[src/rtl/regfile_pkg.sv]
// Shared widths and flattened-bus slice helpers for the tagged register file.
// Pure declarations: no logic, no latency, no flow control.
package regfile_pkg;

  localparam int DEF_DATA_W = 16;
  localparam int DEF_ADDR_W = 3;
  localparam int DEF_TAG_W  = 4;
  localparam int DEF_NREAD  = 6;
  localparam int DEF_NWRITE = 3;

  // Low bit of element idx in a flattened bus of width-wide elements.
  function automatic int slice_lo(input int idx, input int width);
    return idx * width;
  endfunction

  // Width needed to name one of n ports; never less than one bit.
  function automatic int idx_w(input int n);
    return (n > 1) ? $clog2(n) : 1;
  endfunction

endpackage

[src/rtl/regfile_tagged_if.sv]
// Bundle of read, dispatch-allocate and CDB write-back signals of the register file.
// Master drives addresses, alloc and write-backs; slave returns read data/status. No backpressure.
interface regfile_tagged_if #(
  parameter int DATA_W = regfile_pkg::DEF_DATA_W,
  parameter int ADDR_W = regfile_pkg::DEF_ADDR_W,
  parameter int TAG_W  = regfile_pkg::DEF_TAG_W,
  parameter int NREAD  = regfile_pkg::DEF_NREAD,
  parameter int NWRITE = regfile_pkg::DEF_NWRITE
);

  logic [NREAD*ADDR_W-1:0]  raddr;
  logic [NREAD*DATA_W-1:0]  rdata;
  logic [NREAD-1:0]         rbusy;
  logic [NREAD*TAG_W-1:0]   rtag;

  logic                     alloc_en;
  logic [ADDR_W-1:0]        alloc_addr;
  logic [TAG_W-1:0]         alloc_tag;

  logic [NWRITE-1:0]        wen;
  logic [NWRITE*ADDR_W-1:0] waddr;
  logic [NWRITE*TAG_W-1:0]  wtag;
  logic [NWRITE*DATA_W-1:0] wdata;

  modport master (
    output raddr, alloc_en, alloc_addr, alloc_tag, wen, waddr, wtag, wdata,
    input  rdata, rbusy, rtag
  );

  modport slave (
    input  raddr, alloc_en, alloc_addr, alloc_tag, wen, waddr, wtag, wdata,
    output rdata, rbusy, rtag
  );

endinterface

[src/rtl/regfile_wb_resolve.sv]
// Per-register write-back acceptance, winning CDB port and next busy/tag status.
// Purely combinational (0 cycles); stale-tag or not-busy writes are dropped, never stalled.
module regfile_wb_resolve
  import regfile_pkg::*;
#(
  parameter  int ADDR_W = DEF_ADDR_W,
  parameter  int TAG_W  = DEF_TAG_W,
  parameter  int NWRITE = DEF_NWRITE,
  localparam int NREGS  = 2**ADDR_W,
  localparam int PIDX_W = idx_w(NWRITE)
) (
  input  logic [NWRITE-1:0]        wen,
  input  logic [NWRITE*ADDR_W-1:0] waddr,
  input  logic [NWRITE*TAG_W-1:0]  wtag,
  input  logic                     alloc_en,
  input  logic [ADDR_W-1:0]        alloc_addr,
  input  logic [TAG_W-1:0]         alloc_tag,
  input  logic [NREGS-1:0]         cur_busy,
  input  logic [NREGS*TAG_W-1:0]   cur_tag,
  output logic [NREGS-1:0]         wr_acc,
  output logic [NREGS*PIDX_W-1:0]  wr_port,
  output logic [NREGS-1:0]         nxt_busy,
  output logic [NREGS*TAG_W-1:0]   nxt_tag
);

  always_comb begin : resolve
    logic acc;
    acc      = 1'b0;
    wr_acc   = '0;
    wr_port  = '0;
    nxt_busy = cur_busy;
    nxt_tag  = cur_tag;
    for (int r = 0; r < NREGS; r++) begin
      acc = 1'b0;
      // Ascending scan: a later (higher) matching port overwrites the winner.
      for (int k = 0; k < NWRITE; k++) begin
        if (wen[k]
            && (waddr[slice_lo(k, ADDR_W) +: ADDR_W] == ADDR_W'(r))
            && cur_busy[r]
            && (cur_tag[slice_lo(r, TAG_W) +: TAG_W] == wtag[slice_lo(k, TAG_W) +: TAG_W])) begin
          acc = 1'b1;
          wr_port[slice_lo(r, PIDX_W) +: PIDX_W] = PIDX_W'(k);
        end
      end
      wr_acc[r] = acc;
      if (acc) begin
        nxt_busy[r] = 1'b0;
      end
      // A same-cycle allocation owns the status even if a write also landed.
      if (alloc_en && (alloc_addr == ADDR_W'(r))) begin
        nxt_busy[r] = 1'b1;
        nxt_tag[slice_lo(r, TAG_W) +: TAG_W] = alloc_tag;
      end
    end
  end

endmodule

[src/rtl/regfile_tagged.sv]
// Tagged register file with busy/producer-tag status; reads 1 cycle after address, no backpressure.
// REGFILE_WRITE_BYPASS_EN additionally forwards same-cycle accepted writes and alloc status to reads.
module regfile_tagged
  import regfile_pkg::*;
#(
  parameter  int DATA_W = DEF_DATA_W,
  parameter  int ADDR_W = DEF_ADDR_W,
  parameter  int TAG_W  = DEF_TAG_W,
  parameter  int NREAD  = DEF_NREAD,
  parameter  int NWRITE = DEF_NWRITE,
  localparam int NREGS  = 2**ADDR_W,
  localparam int PIDX_W = idx_w(NWRITE)
) (
  input  logic             clk,
  input  logic             reset,
  regfile_tagged_if.slave  bus
);

  logic [DATA_W-1:0]       data_q [NREGS];
  logic [NREGS-1:0]        busy_q;
  logic [NREGS*TAG_W-1:0]  tag_q;
  logic [NREAD*ADDR_W-1:0] raddr_q;

  logic [NREGS-1:0]        wr_acc;
  logic [NREGS*PIDX_W-1:0] wr_port;
  logic [NREGS-1:0]        nxt_busy;
  logic [NREGS*TAG_W-1:0]  nxt_tag;
  logic [DATA_W-1:0]       wr_val [NREGS];

  logic [DATA_W-1:0]       view_data [NREGS];
  logic [NREGS-1:0]        view_busy;
  logic [NREGS*TAG_W-1:0]  view_tag;

  regfile_wb_resolve #(
    .ADDR_W (ADDR_W),
    .TAG_W  (TAG_W),
    .NWRITE (NWRITE)
  ) u_resolve (
    .wen        (bus.wen),
    .waddr      (bus.waddr),
    .wtag       (bus.wtag),
    .alloc_en   (bus.alloc_en),
    .alloc_addr (bus.alloc_addr),
    .alloc_tag  (bus.alloc_tag),
    .cur_busy   (busy_q),
    .cur_tag    (tag_q),
    .wr_acc     (wr_acc),
    .wr_port    (wr_port),
    .nxt_busy   (nxt_busy),
    .nxt_tag    (nxt_tag)
  );

  always_comb begin
    for (int r = 0; r < NREGS; r++) begin
      wr_val[r] = bus.wdata[slice_lo(int'(wr_port[slice_lo(r, PIDX_W) +: PIDX_W]), DATA_W) +: DATA_W];
    end
  end

  always_ff @(posedge clk) begin
    if (reset) begin
      for (int r = 0; r < NREGS; r++) begin
        data_q[r] <= '0;
      end
      busy_q  <= '0;
      tag_q   <= '0;
      raddr_q <= '0;
    end else begin
      raddr_q <= bus.raddr;
      busy_q  <= nxt_busy;
      tag_q   <= nxt_tag;
      for (int r = 0; r < NREGS; r++) begin
        if (wr_acc[r]) begin
          data_q[r] <= wr_val[r];
        end
      end
    end
  end

`ifdef REGFILE_WRITE_BYPASS_EN
  always_comb begin
    for (int r = 0; r < NREGS; r++) begin
      view_data[r] = wr_acc[r] ? wr_val[r] : data_q[r];
    end
    view_busy = nxt_busy;
    view_tag  = nxt_tag;
  end
`else
  always_comb begin
    for (int r = 0; r < NREGS; r++) begin
      view_data[r] = data_q[r];
    end
    view_busy = busy_q;
    view_tag  = tag_q;
  end
`endif

  always_comb begin : read_mux
    logic [ADDR_W-1:0] a;
    a         = '0;
    bus.rdata = '0;
    bus.rbusy = '0;
    bus.rtag  = '0;
    for (int i = 0; i < NREAD; i++) begin
      a = raddr_q[slice_lo(i, ADDR_W) +: ADDR_W];
      bus.rdata[slice_lo(i, DATA_W) +: DATA_W] = view_data[a];
      bus.rbusy[i]                             = view_busy[a];
      bus.rtag[slice_lo(i, TAG_W) +: TAG_W]    = view_tag[slice_lo(int'(a), TAG_W) +: TAG_W];
    end
  end

endmodule

[src/flat_wrapper.sv]
// flat-port wrapper written by rule: the top's interface ports become plain ports
module regfile_tagged_flat import regfile_pkg::*;
#(
  parameter  int DATA_W = DEF_DATA_W,
  parameter  int ADDR_W = DEF_ADDR_W,
  parameter  int TAG_W  = DEF_TAG_W,
  parameter  int NREAD  = DEF_NREAD,
  parameter  int NWRITE = DEF_NWRITE,
  localparam int NREGS  = 2**ADDR_W,
  localparam int PIDX_W = idx_w(NWRITE)
)
  (clk, reset, bus_raddr, bus_alloc_en, bus_alloc_addr, bus_alloc_tag, bus_wen, bus_waddr, bus_wtag, bus_wdata, bus_rdata, bus_rbusy, bus_rtag);
  regfile_tagged_if #(.DATA_W(DATA_W), .ADDR_W(ADDR_W), .TAG_W(TAG_W), .NREAD(NREAD), .NWRITE(NWRITE)) bus_i ();
  input  logic clk;
  input  logic reset;
  input wire logic [$bits(bus_i.raddr)-1:0] bus_raddr;
  input wire logic [$bits(bus_i.alloc_en)-1:0] bus_alloc_en;
  input wire logic [$bits(bus_i.alloc_addr)-1:0] bus_alloc_addr;
  input wire logic [$bits(bus_i.alloc_tag)-1:0] bus_alloc_tag;
  input wire logic [$bits(bus_i.wen)-1:0] bus_wen;
  input wire logic [$bits(bus_i.waddr)-1:0] bus_waddr;
  input wire logic [$bits(bus_i.wtag)-1:0] bus_wtag;
  input wire logic [$bits(bus_i.wdata)-1:0] bus_wdata;
  output wire logic [$bits(bus_i.rdata)-1:0] bus_rdata;
  output wire logic [$bits(bus_i.rbusy)-1:0] bus_rbusy;
  output wire logic [$bits(bus_i.rtag)-1:0] bus_rtag;
  assign bus_i.raddr = bus_raddr;
  assign bus_i.alloc_en = bus_alloc_en;
  assign bus_i.alloc_addr = bus_alloc_addr;
  assign bus_i.alloc_tag = bus_alloc_tag;
  assign bus_i.wen = bus_wen;
  assign bus_i.waddr = bus_waddr;
  assign bus_i.wtag = bus_wtag;
  assign bus_i.wdata = bus_wdata;
  assign bus_rdata = bus_i.rdata;
  assign bus_rbusy = bus_i.rbusy;
  assign bus_rtag = bus_i.rtag;
  regfile_tagged #(.DATA_W(DATA_W), .ADDR_W(ADDR_W), .TAG_W(TAG_W), .NREAD(NREAD), .NWRITE(NWRITE)) u_core (.clk(clk), .reset(reset), .bus(bus_i));
endmodule
[config.mk]
export PLATFORM = sky130hd
export DESIGN_NAME = regfile_tagged_flat
export DESIGN_NICKNAME = d
export VERILOG_FILES = /design/src/rtl/regfile_pkg.sv /design/src/rtl/regfile_tagged_if.sv /design/src/rtl/regfile_wb_resolve.sv /design/src/rtl/regfile_tagged.sv /design/src/flat_wrapper.sv
export SDC_FILE = /design/constraint.sdc
export NUM_CORES = 1
export LEC_CHECK = 0
export CAP_MARGIN = 20
export CELL_PAD_IN_SITES_DETAIL_PLACEMENT = 0
export CELL_PAD_IN_SITES_GLOBAL_PLACEMENT = 1
export CORE_MARGIN = 2
export CORE_UTILIZATION = 50
export CTS_CLUSTER_SIZE = 25
export DETAILED_ROUTE_END_ITERATION = 6
export DONT_BUFFER_PORTS = 1
export GPL_TIMING_DRIVEN = 0
export PLACE_DENSITY = 0.88
export SYNTH_ARGS = -nofsm -noshare
export SYNTH_HDL_FRONTEND = slang
export SYNTH_SLANG_ARGS = --single-unit
export TNS_END_PERCENT = 50
[constraint.sdc]
create_clock -name clk -period 6.5 [get_ports clk]
set_clock_uncertainty 0.1 [all_clocks]
set_input_delay 1.3 -clock clk [delete_from_list [all_inputs] [get_ports clk]]
set_output_delay 1.3 -clock clk [all_outputs]
set_load 0.02 [all_outputs]
== Yosys cells after proc, flatten, opt, wreduce, memory -nomap -nowiden ==
Memories as Yosys holds them, arrays and structs flattened.
Index checks and enable logic that the tools add are counted.
Word-level totals
  memories: 1
  bits in writable memories: 128
  word-level logic and storage cells: 322
  output and inout port bits: 126
  register bits after elaboration: 58
  input port bits: 100
Memories
  u_core.data_q: words 8, bits a word 16, rd ports 8, clocked after Yosys merged registers in 0, write ports 8, RTL line regfile_tagged.sv:19  | logic [DATA_W-1:0] data_q [NREGS];
Cells by class
  order comparisons: 12
  shift-type cells: 14
  bitwise gates (word level): 14
  reductions and logical operators: 92
  multiplexer cells: 120
  equality and inequality tests: 52
Operator list (count)
  indexed part select 48 x 7 -> 16 bit: 8
  2-to-1 mux 16 bit: 20
  binary-select mux 16 bit (select 3 bit): 6
  indexed part select 32 x 6 -> 4 bit: 6
  == test 4 bit: 24
  logical AND 1 bit: 80
  2-to-1 mux 1 bit: 80
  == test 3 bit, second input constant: 16
  == test 3 x 2 -> 1 bit, second input constant: 8
  >= comparator 4 bit, second input constant: 6
  < comparator 3 x 4 -> 1 bit, second input constant: 6
  inverter 3 -> 4 bit: 6
  binary-select mux 1 bit (select 3 bit): 6
  2-to-1 mux 2 bit: 8
  nonzero test 2 bit: 8
  == test 3 x 1 -> 1 bit, second input constant: 4
  zero test 3 bit: 4
  OR 1 bit: 8

== Longest topological paths before layout ==
Gate-level depths: netlist of the first run.
  depth in word-level cells: 11
  mapped depth: 8
  mapped depth without buffers: 5

== Cells and area by module ==
A second synthesis of the first run with hierarchy kept.
Second synthesis, totals
  cell total of the unflattened synthesis: 1497
  area total of the unflattened synthesis: 19441.1 um^2
Modules (own cells, without submodules)
  regfile_tagged: seq. area each 5004.8 um^2, area an instance 17428.0 um^2, cells an instance 1219, instances 1
  regfile_wb_resolve: seq. area each 0.0 um^2, area an instance 2013.2 um^2, cells an instance 278, instances 1

== Least setup slack after synthesis of the first run ==
Ideal clock, no wire load.
  path kind: in2reg
  start: input port bus_wtag[0]
  end: memory u_core.data_q[1][48] (netlist name) (enable)
  library setup time: 0.411 ns
  arrival time: 3.492 ns
  stages on the path: 5
  required time: 5.989 ns
  setup slack: 2.497 ns
  cells stage by stage: clkbuf_1 -> xnor2_1 -> nand3_1 -> or4_1 -> o21ai_0
RTL lines
  start, declared: RTL line flat_wrapper.sv:22  | input wire logic [$bits(bus_i.wtag)-1:0] bus_wtag;
  end, declared: RTL line regfile_tagged.sv:19

== Worst setup path after layout of the first run ==
  start: register u_core.raddr_q[1]
  end: output port bus_rdata[6]
Between the ends
  longest elaborated chain between the ends: 4
RTL lines
  start, declared: RTL line regfile_tagged.sv:22  | logic [NREAD*ADDR_W-1:0] raddr_q;
  start signal, assigned: RTL line regfile_tagged.sv:68  | raddr_q <= bus.raddr;
  inverter 3 -> 4 bit (implied by the code): RTL line regfile_tagged.sv:105  | bus.rdata[slice_lo(i, DATA_W) +: DATA_W] = view_data[a];
  binary-select mux 16 bit (select 3 bit): RTL line regfile_tagged.sv:105
  2-to-1 mux 16 bit (implied by the code) (2 in series): RTL line regfile_tagged.sv:105
  end, declared: RTL line flat_wrapper.sv:24  | output wire logic [$bits(bus_i.rdata)-1:0] bus_rdata;
No other way between the ends. The select of a mux whose other input is x is not followed.

==> results of run 1 <==
==> critical path: cells and delay by family, from the launching register on <==
| family | cells | cell delay, ps |
|---|---|---|
| buf+inv | 3 | 1880 |
| flops | 1 | 310 |
| mux | 2 | 800 |
==> logic make-up (layout without fill, tap and decap cells) <==
logic type,Yosys count,in the layout,share of synthesized area [%]
other,0,1,0
AND/OR/NAND/NOR,318,318,8.89
XOR/XNOR,96,96,4.59
AO/OA/AOI/OAI,188,188,8.10
buffers and inverters,236,283,5.65
flip-flops,186,186,27.3
multiplexers,500,500,45.5
==> final timing paths <==
check / slack [ps] / to / start / cells past startpoint
hold reg to reg: 590 / u_core.tag_q[24] / u_core.tag_q[24] / 3
setup / recovery: 1640 / bus_rdata[6] / u_core.raddr_q[1] / 5
setup reg to reg: 3180 / u_core.data_q[1][5] / u_core.busy_q[4] / 7
hold / removal: 590 / u_core.tag_q[24] / u_core.tag_q[24] / 3
==> routing by layer <==
layer	vias up	routed length (µm)	track usage, %
met1	7599	26500	53.3
li1	6139	-	-
met3	205	12100	13.0
met2	1605	31400	55.0
met5	-	13	0
met4	2	3270	15.9
==> layout by cell type (no fill, tap or decap), types with 5 or more instances in the layout <==
cell	n
sky130_fd_sc_hd__dfxtp_1	58
sky130_fd_sc_hd__xor2_1	57
sky130_fd_sc_hd__buf_8	15
sky130_fd_sc_hd__buf_2	51
sky130_fd_sc_hd__nor2_1	134
sky130_fd_sc_hd__mux4_2	246
sky130_fd_sc_hd__nor2b_1	20
sky130_fd_sc_hd__a21oi_1	10
sky130_fd_sc_hd__mux2i_1	122
sky130_fd_sc_hd__nor3_1	13
sky130_fd_sc_hd__a211oi_2	16
sky130_fd_sc_hd__buf_1	45
sky130_fd_sc_hd__inv_6	5
sky130_fd_sc_hd__nand2_1	12
sky130_fd_sc_hd__o211a_1	32
sky130_fd_sc_hd__nor4_1	9
sky130_fd_sc_hd__clkbuf_1	119
sky130_fd_sc_hd__mux2_2	126
sky130_fd_sc_hd__o21ai_0	31
sky130_fd_sc_hd__nand4b_1	12
sky130_fd_sc_hd__nand3_1	53
sky130_fd_sc_hd__or4_1	6
sky130_fd_sc_hd__clkbuf_16	17
sky130_fd_sc_hd__nand4_1	35
sky130_fd_sc_hd__mux4_1	6
sky130_fd_sc_hd__a211oi_1	80
sky130_fd_sc_hd__inv_1	7
sky130_fd_sc_hd__edfxtp_1	128
sky130_fd_sc_hd__xnor2_1	39
==> cell type report <==
class                   instances  area [µm²]
well taps                     468         586
clock inverters                15         179
diodes                          1        2.50
inverters                       7        26.3
flip-flops and latches        186        5000
fillers                      3004       16600
clock buffers                  17         425
multi-input cells            1102       12300
repair buffers                 15         238
plain buffers                 229        1010
==> power breakdown <==
| part | total [mW] | internal, mW | switching, mW |
|---|---|---|---|
| registers | 1.38 | 1.31 | 0.0685 |
| logic | 0.828 | 0.346 | 0.482 |
| clock network | 1.09 | 0.582 | 0.513 |
==> registers in the layout, indices dropped and copies added (netlist names) <==
register / cells
u_core.data_q: 128
u_core.tag_q: 32
u_core.raddr_q: 18
u_core.busy_q: 8
==> through the flow <==
step           hold slack [ps]  util [%]  setup WS [ps]  std cells  power (mW)
2_1_floorplan              423         -           2500       1524        1.98
3_3_place_gp               547      52.1           1320       1992        2.16
3_5_place_dp               572      52.4           2230       1998        2.19
4_1_cts                    589      54.0           1770       2030        3.25
5_1_grt                    641      54.4           1660       2039        3.36
6_report                   590      54.4           1640       2040        3.30
==> results.txt, run 1 <==
Cell area after technology mapping: 18300 µm²
Peak clock frequency supported by timing: 206 MHz
Dominant cell by count in the synthesized netlist: sky130_fd_sc_hd__mux4_2
Std-Cell Core Area: 36300 µm²
HPWL after DPL: 56.3 mm
Endpoints failing setup: 0
Critical Path RT: 5100 ps
GRT Total Usage: 38.3%
Type of element capturing the critical path: output port
Share of cells above drive strength 1: 32.5%
EDFF count, synth: 128
First DRT Iteration DRCs: 3027
Classification of the worst-slack hold path: reg2reg
CP max FO: 10
Distinct cells, synth: 53
Vias in the first global route: 14700
TNS Setup: 0 ps
Overflow left after global routing: 0
Pin count of the biggest net entering global routing: 19
Most used cell, CP: sky130_fd_sc_hd__clkbuf_1
Element type at the critical path start: flop
Violated checks: design-rule violations
Hold Buf Count CTS: 0
Pwr per Cell Area: 167 nW/µm²
Post-CTS repair timing setup buffer count: 0
Number of resized instances in the post-cts repair step: 0
Maximum buffer depth of the clock tree: 2
Ports: 226
Post-DP Area: 19000 µm²
Source-to-sink clock delay at the later pin of the worst-skew pair: 460 ps
Worst relative slew slack: 22.1%
Detailed-route DRC error count: 2
Via Count: 15600
Average routed wire per standard cell: 35.9 µm
Worst slew pin tran: 1170 ps
Slowest library cell on the worst path: sky130_fd_sc_hd__clkbuf_1
Via density per instance: 7.62
Synthesized netlist net count: 1624
Most instantiated cells after synthesis: 246 x sky130_fd_sc_hd__mux4_2, 134 x sky130_fd_sc_hd__nor2_1, 128 x sky130_fd_sc_hd__edfxtp_1
Area fraction of the dominant cell type after synthesis: 30.2%
CTS sink cnt: 186
Register area share after synthesis: 27.3%
Synth warn: 0
Max capacitance violation total: 0
Final Cycle Share: 74.8%
Number of buffers inserted during clock tree synthesis: 17
Post-route minimum period: 4860 ps
Predominant post-synthesis flop cell: sky130_fd_sc_hd__edfxtp_1
Unrepaired setup endpoints after global routing: false
Starting density of the core: 50.4%
Critical path class: reg2out
Area growth syn-to-layout: 7.84%
Cell type with the highest aggregate area in the netlist: sky130_fd_sc_hd__mux4_2
Total count of hold-check failures in the final report: 0
Max Transition Viols Final: 0
Top area cells in the synthesized netlist: sky130_fd_sc_hd__mux4_2 30%, sky130_fd_sc_hd__edfxtp_1 21%, sky130_fd_sc_hd__mux2_2 7.7%, sky130_fd_sc_hd__mux2i_1 6.7%, sky130_fd_sc_hd__dfxtp_1 6.3%
Worst EP arrival: 3460 ps
Final Routed Wirelength: 73.3 mm
First-pass iteration count of the detailed router: 7
ANT nets after route: 0
Initial antenna violation count: 2
H-Tree Depth: 4
Final Cell Area: 19800 µm²
Number of placement rows: 70
Die outline area: 38200 µm²
Max stage delay on crit path: 800 ps
Number of buffers added on ports: 0
CTS tree: done
Average footprint of a synthesized cell: 12.0 µm²
Net count of the finished layout: 1658
Asr flop ratio synth: 0%
Chip height: 195 µm
FF+latch count, synth: 186
Global-route wire length before repair: 105 mm
Clk slew on worst S/H paths: 70 ps
Buffer type at the clock tree root: sky130_fd_sc_hd__clkbuf_16
Worst supply voltage drop on vdd: 0.180 mV
CP cell instances: clkbuf_1 > buf_1 > clkbuf_1 > mux4_2 > mux2_2
Status: complete, but fails checks
Routability-driven placement congestion ratio: 1.02
Leakage power: 7.20 nW
Synth Instances: 1524
Width of the die: 195 µm
Note: power is estimated with default switching activity, not from simulation.
==> inputs of run 2 (changes only) <==
--- a/config.mk
+++ b/config.mk
@@ -5,16 +5,17 @@
 export SDC_FILE = /design/constraint.sdc
 export NUM_CORES = 1
 export LEC_CHECK = 0
+export ABC_AREA = 1
 export CAP_MARGIN = 20
 export CELL_PAD_IN_SITES_DETAIL_PLACEMENT = 0
 export CELL_PAD_IN_SITES_GLOBAL_PLACEMENT = 1
 export CORE_MARGIN = 2
-export CORE_UTILIZATION = 50
+export CORE_UTILIZATION = 46
 export CTS_CLUSTER_SIZE = 25
 export DETAILED_ROUTE_END_ITERATION = 6
 export DONT_BUFFER_PORTS = 1
 export GPL_TIMING_DRIVEN = 0
-export PLACE_DENSITY = 0.88
+export PLACE_DENSITY = 0.93
 export SYNTH_ARGS = -nofsm -noshare
 export SYNTH_HDL_FRONTEND = slang
 export SYNTH_SLANG_ARGS = --single-unit
==> constraint.sdc (replaced) <==
create_clock -name clk -period 4.8 [get_ports clk]
set_clock_uncertainty 0.1 [all_clocks]
set_input_delay 0.96 -clock clk [delete_from_list [all_inputs] [get_ports clk]]
set_output_delay 0.96 -clock clk [all_outputs]
set_load 0.02 [all_outputs]
==> run 2 against run 1 <==
Critical path type unchanged. Largest cell class unchanged. Combinational power up 87%. Register-to-register slack worse by 1400 ps. Largest power group unchanged. Clock power up 36%. The flow still finishes with violations (design-rule violations). Synthesized cell count up 130%. Total power up 50%.
==> results.txt, run 2 <==
Status: complete, but fails checks (unchanged)
Violated checks: design-rule violations (unchanged)
First element of the critical path: u_core.raddr_q[7] (was u_core.raddr_q[1])
First DRT Iteration DRCs: 4843 (was 3027)
First-pass iteration count of the detailed router: 7 (unchanged)
Average routed wire per standard cell: 28.0 µm (was 35.9 µm)
Post-CTS repair timing setup buffer count: 0 (unchanged)
Pin count of the biggest net entering global routing: 19 (unchanged)
Synthesized netlist net count: 3573 (was 1624)
Finished Core Util: 49.7% (was 54.4%)
Starting density of the core: 46.7% (was 50.4%)
H-Tree Depth: 4 (unchanged)
Worst reg2reg endpoint: u_core.data_q[1][56] (was u_core.data_q[1][5])
Worst EP arrival: 3100 ps (was 3460 ps)
Number of flip-flops in the largest register: 128 (unchanged)
Register area share after synthesis: 24.2% (was 27.3%)
Number of resized instances in the post-cts repair step: 0 (unchanged)
Asr flop ratio synth: 0% (unchanged)
Worst relative slew slack: 27.5% (was 22.1%)
Max stage delay on crit path: 760 ps (was 800 ps)
Worst setup path end: bus_rdata[46] (was bus_rdata[6])
Worst supply voltage drop on vdd: 0.292 mV (was 0.180 mV)
Chip height: 216 µm (was 195 µm)
Worst reg2reg path depth: 10 (was 7)
Endpoints failing setup: 0 (unchanged)
Net count of the finished layout: 3592 (was 1658)
Std-Cell Core Area: 44300 µm² (was 36300 µm²)
Unrepaired setup endpoints after global routing: false (unchanged)
Slack of the worst reg-to-reg path: 1810 ps (was 3180 ps)
Commonest cells after routing, fill and taps aside: 654 x sky130_fd_sc_hd__nand2_1, 547 x sky130_fd_sc_hd__o21ai_0, 421 x sky130_fd_sc_hd__nand3_1, 339 x sky130_fd_sc_hd__a21oi_1, 279 x sky130_fd_sc_hd__inv_1 (was 246 x sky130_fd_sc_hd__mux4_2, 134 x sky130_fd_sc_hd__nor2_1, 128 x sky130_fd_sc_hd__edfxtp_1, 126 x sky130_fd_sc_hd__mux2_2, 122 x sky130_fd_sc_hd__mux2i_1)
Number of buffers inserted during clock tree synthesis: 17 (unchanged)
Routability-driven placement congestion ratio: 1.03 (was 1.02)
Global-route wire length before repair: 166 mm (was 105 mm)
Ports: 226 (unchanged)
Slowest library cell on the worst path: sky130_fd_sc_hd__a31oi_1 (was sky130_fd_sc_hd__clkbuf_1)
Number of stages on the worst setup path: 5 (unchanged)
Source-to-sink clock delay at the later pin of the worst-skew pair: 490 ps (was 460 ps)
CP max FO: 10 (unchanged)
CTS tree: done (unchanged)
Area growth syn-to-layout: 6.40% (was 7.84%)
Largest registers: u_core.data_q x128, u_core.tag_q x32, u_core.raddr_q x18 (unchanged)
Critical path class: reg2out (unchanged)
EDFF count, synth: 128 (unchanged)
Setup Slack @ Placement: 712 ps (was 2230 ps)
FF+latch count, synth: 186 (unchanged)
Crit path buffers/inverters: 3 (unchanged)
Dominant cell by count in the synthesized netlist: sky130_fd_sc_hd__nand2_1 (was sky130_fd_sc_hd__mux4_2)
Pwr per Cell Area: 225 nW/µm² (was 167 nW/µm²)
GRT Total Usage: 47.7% (was 38.3%)
Classification of the worst-slack hold path: reg2reg (unchanged)
Worst slew pin tran: 1090 ps (was 1170 ps)
Total count of hold-check failures in the final report: 0 (unchanged)
CTS sink cnt: 186 (unchanged)
Synth warn: 0 (unchanged)
Maximum buffer depth of the clock tree: 2 (unchanged)
ANT nets after route: 0 (unchanged)
Top area cells in the synthesized netlist: sky130_fd_sc_hd__edfxtp_1 19%, sky130_fd_sc_hd__o21ai_0 13%, sky130_fd_sc_hd__nand2_1 12%, sky130_fd_sc_hd__nand3_1 10%, sky130_fd_sc_hd__a21oi_1 8.2% (was sky130_fd_sc_hd__mux4_2 30%, sky130_fd_sc_hd__edfxtp_1 21%, sky130_fd_sc_hd__mux2_2 7.7%, sky130_fd_sc_hd__mux2i_1 6.7%, sky130_fd_sc_hd__dfxtp_1 6.3%)
HPWL after DPL: 91.6 mm (was 56.3 mm)
Average footprint of a synthesized cell: 5.96 µm² (was 12.0 µm²)
TNS Setup: 0 ps (unchanged)
Final Cycle Share: 86.6%
Largest register by flop count: u_core.data_q (unchanged)
Element type at the critical path start: flop (unchanged)
Count of inserted antenna diode cells: 0 (was 1)
Overflow left after global routing: 0 (unchanged)
CP cell instances: clkbuf_1 > clkbuf_1 > clkbuf_1 > o211ai_1 > a31oi_1 (was clkbuf_1 > buf_1 > clkbuf_1 > mux4_2 > mux2_2)
Post-route minimum period: 4160 ps
Dominant delay contributor by cell family on the critical path: buffers and inverters (unchanged)
Cell area after technology mapping: 20700 µm² (was 18300 µm²)
Most common library cell in the layout ignoring fill and taps: sky130_fd_sc_hd__nand2_1 (was sky130_fd_sc_hd__mux4_2)
Type of element capturing the critical path: output port (unchanged)
Clk slew on worst S/H paths: 90 ps (was 70 ps)
Via density per instance: 6.68 (was 7.62)
Number of cells on the worst hold path: 2 (was 3)
Final Worst Setup Slack: 642 ps (was 1640 ps)
Final Routed Wirelength: 115 mm (was 73.3 mm)
Startpoint of the worst-slack reg-to-reg timing path: u_core.tag_q[31] (was u_core.busy_q[4])
Via Count: 27300 (was 15600)
Number of buffers added on ports: 0 (unchanged)
Detailed-route DRC error count: 8 (was 2)
Share of cells above drive strength 1: 7.45% (was 32.5%)
Peak clock frequency supported by timing: 241 MHz
Max Transition Viols Final: 0 (unchanged)
Critical Path RT: 3740 ps (was 5100 ps)
Hold Buf Count CTS: 0 (unchanged)
Max capacitance violation total: 0 (unchanged)
Synth Instances: 3473 (was 1524)
Initial antenna violation count: 3 (was 2)
Most used cell, CP: sky130_fd_sc_hd__clkbuf_1 (unchanged)
Leakage power: 9.07 nW (was 7.20 nW)
Vias in the first global route: 25000 (was 14700)
Cell type with the highest aggregate area in the netlist: sky130_fd_sc_hd__edfxtp_1 (was sky130_fd_sc_hd__mux4_2)
Width of the die: 216 µm (was 195 µm)
Die outline area: 46700 µm² (was 38200 µm²)
Area fraction of the dominant cell type after synthesis: 18.6% (was 30.2%)
Number of placement rows: 77 (was 70)
Post-layout total power: 4.94 mW (was 3.30 mW)
Predominant post-synthesis flop cell: sky130_fd_sc_hd__edfxtp_1 (unchanged)
Buffer type at the clock tree root: sky130_fd_sc_hd__clkbuf_16 (unchanged)
Most instantiated cells after synthesis: 654 x sky130_fd_sc_hd__nand2_1, 547 x sky130_fd_sc_hd__o21ai_0, 421 x sky130_fd_sc_hd__nand3_1 (was 246 x sky130_fd_sc_hd__mux4_2, 134 x sky130_fd_sc_hd__nor2_1, 128 x sky130_fd_sc_hd__edfxtp_1)
Distinct cells, synth: 29 (was 53)
==> run 2: cell type report <==
| cell class | instances | area, µm² |
|---|---|---|
| Buffer | 350 | 1600 |
| Clock buffer | 17 | 425 |
| Clock inverter | 14 | 159 |
| Fill cell | 4867 | 22300 |
| Inverter | 315 | 1190 |
| Multi-Input combinational cell | 2622 | 12900 |
| Sequential cell | 186 | 5000 |
| Tap cell | 592 | 741 |
==> run 2: worst min path at each step <==
stage / start / endpoint / slack, ps
after floorplan: u_core.tag_q[2] / u_core.tag_q[2] / 360
after global placement: u_core.busy_q[4] / u_core.busy_q[4] / 400
after detailed placement: u_core.busy_q[4] / u_core.busy_q[4] / 410
after CTS: u_core.busy_q[4] / u_core.busy_q[4] / 420
after global routing: bus_raddr[8] / u_core.raddr_q[8] / 470
final: u_core.busy_q[4] / u_core.busy_q[4] / 430
==> run 2: worst min-delay path, cell delays in order (launching register included) <==
cell and delay, ps:
sky130_fd_sc_hd__dfxtp_1 360, sky130_fd_sc_hd__nand3_1 90, sky130_fd_sc_hd__nand2_1 40
==> run 2: per-layer routing <==
metal  up-vias  share of wire, %  GRT usage, %
li1      12100                 -             -
met1     12500                38          60.8
met2      2280                43          74.1
met3       465                14          13.9
met4         6               5.6          22.9
met5         -             0.035             0
==> run 2: where the power goes <==
part / total (mW) / leakage, nW / internal, mW / switching [mW]
combinational: 1.55 / 7.02 / 0.352 / 1.20
clock: 1.48 / 0.278 / 0.733 / 0.747
sequential: 1.91 / 1.78 / 1.78 / 0.127
total: 4.94 / 9.07 / 2.87 / 2.08
==> run 2: logic make-up after synthesis <==
kind of cell,count (synthesis),share of synthesized area [%]
AND/OR/NAND/NOR,1504,33.2
AO/OA/AOI/OAI,1118,29.1
buffers and inverters,665,13.5
flip-flops,186,24.2
==> run 2: per-stage QoR <==
step	cells	hold WS (ps)	area, µm²
floorplan	3473	362	20700
global placement	4065	405	21400
detailed placement	4065	414	21400
CTS	4096	425	22000
global route	4096	468	22000
finish	4096	432	22000
